[src/rtl/quad_gate_tester_pkg.sv]
// Shared types and constants for the quad 2-input AND gate tester.
package quad_gate_test_pkg;

  localparam int VEC_W  = 8;
  localparam int ERR_W  = 9;
  localparam int LANE_W = 4;
  localparam int CNT_W  = 4;

  localparam logic [VEC_W-1:0] VEC_LAST = 8'hFF;

  typedef enum logic [1:0] {
    ST_IDLE,
    ST_SETTLE,
    ST_CHECK,
    ST_DONE
  } state_t;

  // True when any returned gate output differs from the AND of its two inputs.
  function automatic logic gate_mismatch(input logic [LANE_W-1:0] a,
                                         input logic [LANE_W-1:0] b,
                                         input logic [LANE_W-1:0] y);
    return (y != (a & b));
  endfunction

endpackage

[src/rtl/quad_gate_tester_if.sv]
// Control/status and gate-pin bundle between a test host and the gate tester.
interface quad_gate_tester_if;
  import quad_gate_test_pkg::*;

  logic              start;
  logic              abort;
  logic [LANE_W-1:0] a_out;
  logic [LANE_W-1:0] b_out;
  logic [LANE_W-1:0] y_in;
  logic              busy;
  logic              done;
  logic              pass;
  logic [ERR_W-1:0]  err_count;
  logic [VEC_W-1:0]  first_fail_vec;
  logic              first_fail_valid;

  // Host side: issues commands and returns the gate outputs.
  modport master (
    output start, abort, y_in,
    input  a_out, b_out, busy, done, pass, err_count, first_fail_vec, first_fail_valid
  );

  // Tester side.
  modport slave (
    input  start, abort, y_in,
    output a_out, b_out, busy, done, pass, err_count, first_fail_vec, first_fail_valid
  );

endinterface

[src/rtl/quad_gate_tester_settle_timer.sv]
// Down-counter that times how long each vector is held on the gate pins.
module settle_timer
  import quad_gate_test_pkg::*;
(
  input  logic             clk,
  input  logic             reset,
  input  logic             load,
  input  logic [CNT_W-1:0] load_val,
  input  logic             cnt_en,
  output logic             zero
);

  logic [CNT_W-1:0] cnt_d, cnt_q;

  // Load has priority; counting stops at zero instead of wrapping.
  always_comb begin
    cnt_d = cnt_q;
    if (load) begin
      cnt_d = load_val;
    end else if (cnt_en && (cnt_q != '0)) begin
      cnt_d = cnt_q - CNT_W'(1);
    end
  end

  // Counter register.
  always_ff @(posedge clk or posedge reset) begin
    if (reset) begin
      cnt_q <= '0;
    end else begin
      cnt_q <= cnt_d;
    end
  end

  assign zero = (cnt_q == '0);

endmodule

[src/rtl/quad_gate_tester.sv]
// Exhaustive tester for a quad 2-input AND: walks all 256 input vectors,
// holds each for SETTLE_CYCLES, then compares the returned outputs.
module quad_gate_tester
  import quad_gate_test_pkg::*;
#(
  parameter int SETTLE_CYCLES = 4
) (
  input logic               clk,
  input logic               reset,
  quad_gate_tester_if.slave bus
);

  localparam logic [CNT_W-1:0] SETTLE_LOAD = CNT_W'(SETTLE_CYCLES - 1);

  state_t            state_d, state_q;
  logic [VEC_W-1:0]  vec_d, vec_q;
  logic [LANE_W-1:0] a_out_d, a_out_q;
  logic [LANE_W-1:0] b_out_d, b_out_q;
  logic              busy_d, busy_q;
  logic              done_d, done_q;
  logic              pass_d, pass_q;
  logic [ERR_W-1:0]  err_count_d, err_count_q;
  logic [VEC_W-1:0]  first_fail_vec_d, first_fail_vec_q;
  logic              first_fail_valid_d, first_fail_valid_q;

  logic              tmr_load;
  logic              tmr_en;
  logic              tmr_zero;
  logic              mismatch;

  settle_timer u_settle_timer (
    .clk      (clk),
    .reset    (reset),
    .load     (tmr_load),
    .load_val (SETTLE_LOAD),
    .cnt_en   (tmr_en),
    .zero     (tmr_zero)
  );

  // The registered pin drive equals vec throughout SETTLE/CHECK, so the
  // expected response is taken from the pins themselves.
  assign mismatch = gate_mismatch(a_out_q, b_out_q, bus.y_in);

  // Next-state and next-output computation for the test sequencer.
  always_comb begin
    state_d            = state_q;
    vec_d              = vec_q;
    pass_d             = pass_q;
    err_count_d        = err_count_q;
    first_fail_vec_d   = first_fail_vec_q;
    first_fail_valid_d = first_fail_valid_q;
    tmr_load           = 1'b0;
    tmr_en             = 1'b0;

    case (state_q)
      ST_IDLE: begin
        if (bus.start && !bus.abort) begin
          state_d            = ST_SETTLE;
          vec_d              = '0;
          tmr_load           = 1'b1;
          err_count_d        = '0;
          pass_d             = 1'b0;
          first_fail_vec_d   = '0;
          first_fail_valid_d = 1'b0;
        end
      end

      ST_SETTLE: begin
        if (bus.abort) begin
          state_d = ST_IDLE;
          pass_d  = 1'b0;
        end else if (tmr_zero) begin
          state_d = ST_CHECK;
        end else begin
          tmr_en = 1'b1;
        end
      end

      ST_CHECK: begin
        // The compare is recorded even when the run is being aborted.
        if (mismatch) begin
          err_count_d = err_count_q + ERR_W'(1);
          if (!first_fail_valid_q) begin
            first_fail_vec_d   = vec_q;
            first_fail_valid_d = 1'b1;
          end
        end
        if (bus.abort) begin
          state_d = ST_IDLE;
          pass_d  = 1'b0;
        end else if (vec_q == VEC_LAST) begin
          state_d = ST_DONE;
          pass_d  = (err_count_d == '0);
        end else begin
          state_d  = ST_SETTLE;
          vec_d    = vec_q + VEC_W'(1);
          tmr_load = 1'b1;
        end
      end

      ST_DONE: begin
        state_d = ST_IDLE;
      end

      default: begin
        state_d = ST_IDLE;
      end
    endcase

    // Outputs are computed from the next state so they are registered and
    // line up with the state they describe.
    busy_d  = (state_d == ST_SETTLE) || (state_d == ST_CHECK);
    done_d  = (state_d == ST_DONE);
    a_out_d = busy_d ? vec_d[LANE_W-1:0]     : '0;
    b_out_d = busy_d ? vec_d[VEC_W-1:LANE_W] : '0;
  end

  // State and output registers; reset clears everything asynchronously.
  always_ff @(posedge clk or posedge reset) begin
    if (reset) begin
      state_q            <= ST_IDLE;
      vec_q              <= '0;
      a_out_q            <= '0;
      b_out_q            <= '0;
      busy_q             <= 1'b0;
      done_q             <= 1'b0;
      pass_q             <= 1'b0;
      err_count_q        <= '0;
      first_fail_vec_q   <= '0;
      first_fail_valid_q <= 1'b0;
    end else begin
      state_q            <= state_d;
      vec_q              <= vec_d;
      a_out_q            <= a_out_d;
      b_out_q            <= b_out_d;
      busy_q             <= busy_d;
      done_q             <= done_d;
      pass_q             <= pass_d;
      err_count_q        <= err_count_d;
      first_fail_vec_q   <= first_fail_vec_d;
      first_fail_valid_q <= first_fail_valid_d;
    end
  end

  assign bus.a_out            = a_out_q;
  assign bus.b_out            = b_out_q;
  assign bus.busy             = busy_q;
  assign bus.done             = done_q;
  assign bus.pass             = pass_q;
  assign bus.err_count        = err_count_q;
  assign bus.first_fail_vec   = first_fail_vec_q;
  assign bus.first_fail_valid = first_fail_valid_q;

endmodule

[src/flat_wrapper.sv]
// flat-port wrapper written by rule: the top's interface ports become plain ports
module quad_gate_tester_flat import quad_gate_test_pkg::*;
#(
  parameter int SETTLE_CYCLES = 4
)
  (clk, reset, bus_start, bus_abort, bus_y_in, bus_a_out, bus_b_out, bus_busy, bus_done, bus_pass, bus_err_count, bus_first_fail_vec, bus_first_fail_valid);
  quad_gate_tester_if bus_i ();
  input logic clk;
  input logic reset;
  input wire logic [$bits(bus_i.start)-1:0] bus_start;
  input wire logic [$bits(bus_i.abort)-1:0] bus_abort;
  input wire logic [$bits(bus_i.y_in)-1:0] bus_y_in;
  output wire logic [$bits(bus_i.a_out)-1:0] bus_a_out;
  output wire logic [$bits(bus_i.b_out)-1:0] bus_b_out;
  output wire logic [$bits(bus_i.busy)-1:0] bus_busy;
  output wire logic [$bits(bus_i.done)-1:0] bus_done;
  output wire logic [$bits(bus_i.pass)-1:0] bus_pass;
  output wire logic [$bits(bus_i.err_count)-1:0] bus_err_count;
  output wire logic [$bits(bus_i.first_fail_vec)-1:0] bus_first_fail_vec;
  output wire logic [$bits(bus_i.first_fail_valid)-1:0] bus_first_fail_valid;
  assign bus_i.start = bus_start;
  assign bus_i.abort = bus_abort;
  assign bus_i.y_in = bus_y_in;
  assign bus_a_out = bus_i.a_out;
  assign bus_b_out = bus_i.b_out;
  assign bus_busy = bus_i.busy;
  assign bus_done = bus_i.done;
  assign bus_pass = bus_i.pass;
  assign bus_err_count = bus_i.err_count;
  assign bus_first_fail_vec = bus_i.first_fail_vec;
  assign bus_first_fail_valid = bus_i.first_fail_valid;
  quad_gate_tester #(.SETTLE_CYCLES(SETTLE_CYCLES)) u_core (.clk(clk), .reset(reset), .bus(bus_i));
endmodule
[config.mk]
export PLATFORM = sky130hd
export DESIGN_NAME = quad_gate_tester_flat
export DESIGN_NICKNAME = d
export VERILOG_FILES = /design/src/rtl/quad_gate_tester_pkg.sv /design/src/rtl/quad_gate_tester_if.sv /design/src/rtl/quad_gate_tester_settle_timer.sv /design/src/rtl/quad_gate_tester.sv /design/src/flat_wrapper.sv
export SDC_FILE = /design/constraint.sdc
export NUM_CORES = 1
export LEC_CHECK = 0
export ABC_AREA = 0
export BUFFER_PORTS_ARGS = -buffer_cell sky130_fd_sc_hd__buf_2
export CAP_MARGIN = 20
export CORE_MARGIN = 1
export CORE_UTILIZATION = 51
export DETAILED_ROUTE_END_ITERATION = 7
export PLACE_DENSITY = 0.76
export SYNTH_ARGS = -nofsm -noshare
export SYNTH_HDL_FRONTEND = slang
export SYNTH_HIERARCHICAL = 1
export SYNTH_SLANG_ARGS = --single-unit
[constraint.sdc]
create_clock -name clk -period 1.97 [get_ports clk]
set_input_delay 0.2955 -clock clk [delete_from_list [all_inputs] [get_ports clk]]
set_output_delay 0.2955 -clock clk [all_outputs]
set_load 0.1 [all_outputs]
==> flow_metrics.tcl <==
set metrics [dict create \
    hp-class "in -> reg" \
    setup_ws_ps 56.65 \
    met3_length_microns 304 \
    cts_buffers 5 \
    wl_per_cell_microns 15.39 \
    synth_cells 251 \
    hold_ws_ps 238.2 \
    drv_cap 0 \
    cp_data_arrival_time_ps 2090 \
    critPathRequiredTime_ps 2150 \
    ios 37 \
    die_w_microns 69.68 \
    yosys_warnings 6 \
    dr_wl_met2_microns 2709 \
    dieArea_sq_um 4855 \
    critPathKind "reg -> reg" \
    grt_max_degree 40 \
    critPathBufInv 0 \
    synth_flop_cell "dfrtp_1" \
    max-slew-margin-rel 0.6373 \
    ys_seq_elements 43 \
    path_max_fanout 4 \
    power.leakage_uw 0.001363 \
    via_per_inst 5.709 \
    tightest_slew_ps 542.9 \
    clk-insertion-delay-late_ps 300 \
    synth_edf_count 0 \
    final_common_cell "nand2_1" \
    syn-cell-area_sq_um 2336 \
    worstSetupEndpointType "flip-flop" \
    antenna_found_initial 0 \
    slowest_delay_ps 480 \
    yosysSeqAreaShare 0.4606 \
    grt_pass1_wl_microns 8942 \
    cts_sinks 43 \
    cp_top_family "compound AO/OA/AOI/OAI gates" \
    grt_use_total 0.2365 \
    p_per_area_nw_per_um2 730.2 \
    crit_path_cell_trace "a21o_1 -> a211oi_4 -> a21oi_1 -> and2_1 -> a22oi_1 -> o31ai_2" \
    cts_root_buffer "clkbuf_8" \
    status "completed" \
    peakVddDrop_uv 528.2 \
    cts_tree "built" \
    top_layer "met4" \
    final-setup-viol-count 0 \
    start_kind "flip-flop" \
    first_pass_iters 5 \
    num_vias 2078 \
    drc 0 \
    power_uw 2123 \
    drt-met1-wl_microns 2517 \
    syn_to_final_growth_pct 24.48 \
    place_ws_ps -53.64 \
    stdcell_area_sq_um 2908 \
    cts.htree.levels 2 \
    place_congestion 0.8925 \
    rows 24 \
    num_antenna_cells 0 \
    overflow 0 \
    io_buffer_count 36 \
    syn_avg_cell_area_sq_um 9.307 \
    detail-route-antenna-nets 0 \
    slew_viol_final 0 \
    cp_slowest_cell "dfrtp_4" \
    fin_crit_sh 0.9712 \
    dr.first_iter.drc_count 172 \
    post_dp_cell_area_sq_um 2739 \
    achievable-frequency_mhz 522.6 \
    synthDistinctLibCells 57 \
    start_util 0.5328 \
    period_needed_ps 1913 \
    finalWirelength_microns 5601 \
    core_area_sq_um 4384 \
    final_cell_mix "nand2_1, buf_2, dfrtp_1" \
    die_h_microns 69.68 \
    path_clk_slew_ps 80 \
    fin_nets 323 \
    ctsLongestPathBuffers 2 \
    grt_pass1_vias 1846 \
    skew_ps 4.911 \
    drive_above_1_share 0.3365 \
    async_flop_share 1.000 \
    dp_hpwl_microns 3839 \
    hold_violations 0 \
]
what timing repair did:
| action | 4_1_cts | 5_1_grt |
|---|---|---|
| setup buffers | 0 | 4 |
| pin swaps | 0 | 9 |
| hold endpoints to repair | 4 | 0 |
| hold buffers | 1 | 0 |
| gates resized for setup | 3 | 5 |
| endpoints found under the setup margin | 8 | 12 |
sequential cells by signal, indices dropped and copies added, names as in the netlist:
signal,count
u_core/bus.first_fail_vec,8
u_core/vec_q,8
u_core/state_q,2
u_core/bus.busy,1
u_core/bus.pass,1
u_core/bus.a_out,4
u_core/bus.b_out,4
u_core/u_settle_timer/cnt_q,4
u_core/bus.done,1
u_core/bus.err_count,9
u_core/bus.first_fail_valid,1
report_power, final:
part | switching, uW | internal (uW) | total, uW
Sequential | 59.1 | 938 | 997
Clock | 291 | 249 | 540
Combinational | 337 | 250 | 587
Total | 687 | 1440 | 2120
through the flow:
stage	std cells	util	setup TNS (ps)
finish	364	0.6632	0
CTS	360	0.6510	0
global placement	351	0.6247	0
detailed placement	351	0.6247	-250.6
floorplan	253	-	-74.05
global route	364	0.6632	-8.705
worst register-to-register path, stage by stage, from the launching register on:
cell      delay [ps]
dfrtp_4          480
a21o_1           210
a211oi_4         370
a21oi_1          160
and2_1           160
a22oi_1          330
o31ai_2           80
logic make-up after synthesis:
| group | synth area share |
|---|---|
| compound gates | 0.2266 |
| xor+xnor | 0.01500 |
| fa+ha+maj | 0.02143 |
| buf+inv | 0.03375 |
| flops | 0.4606 |
| other cells | 0.003215 |
| simple gates | 0.2394 |
worst paths after layout:
| kind | start | endpoint | slack, ps | depth (start not counted) |
|---|---|---|---|---|
| min in group asynchronous | reset | u_core/u_settle_timer/cnt_q[2] | 430 | 3 |
| setup reg to reg | u_core/bus.b_out[3] | u_core/bus.pass | 60 | 6 |
| hold reg to reg | u_core/bus.first_fail_vec[4] | u_core/bus.first_fail_vec[4] | 470 | 2 |
| hold / removal | bus_abort | u_core/state_q[0] | 240 | 2 |
| max in group asynchronous | reset | u_core/bus.a_out[3] | 920 | 4 |
| setup / recovery | u_core/bus.b_out[3] | u_core/bus.pass | 60 | 6 |
layout make-up:
| type | count | area (sq um) |
|---|---|---|
| clock buffer | 7 | 76.32 |
| clock inverter | 1 | 5.005 |
| fill | 364 | 1476 |
| inverter | 7 | 26.28 |
| multi-input combinational | 191 | 1245 |
| sequential | 43 | 1105 |
| tap | 52 | 65.06 |
| timing repair buffer | 63 | 385.4 |
synth_stat cells (3+ instances only):
cell type  number  area [sq um]
dfrtp_1        43          1076
nand2_1        38         142.6
o21ai_0        19         95.09
a21oi_1        17         85.08
and2_1         10         62.56
nand3_1         9         45.04
nor2_1          9         33.78
inv_1           7         26.28
o21ai_1         7         35.03
buf_2           6         30.03
nand2b_1        6         37.54
clkbuf_1        5         18.77
o31ai_1         5         37.54
and3_1          4         25.02
ha_1            4         50.05
nand4_1         4         25.02
nor2b_1         4         25.02
a31oi_1         3         18.77
xnor2_1         3         26.28
routing by layer:
metal / global-route usage / up-vias
li1: - / 1022
met1: 0.3114 / 981
met2: 0.3894 / 68
met3: 0.05378 / 7
met4: 0.07333 / 0
met5: 0 / -
No activity file was read; power rests on OpenSTA's default activity.
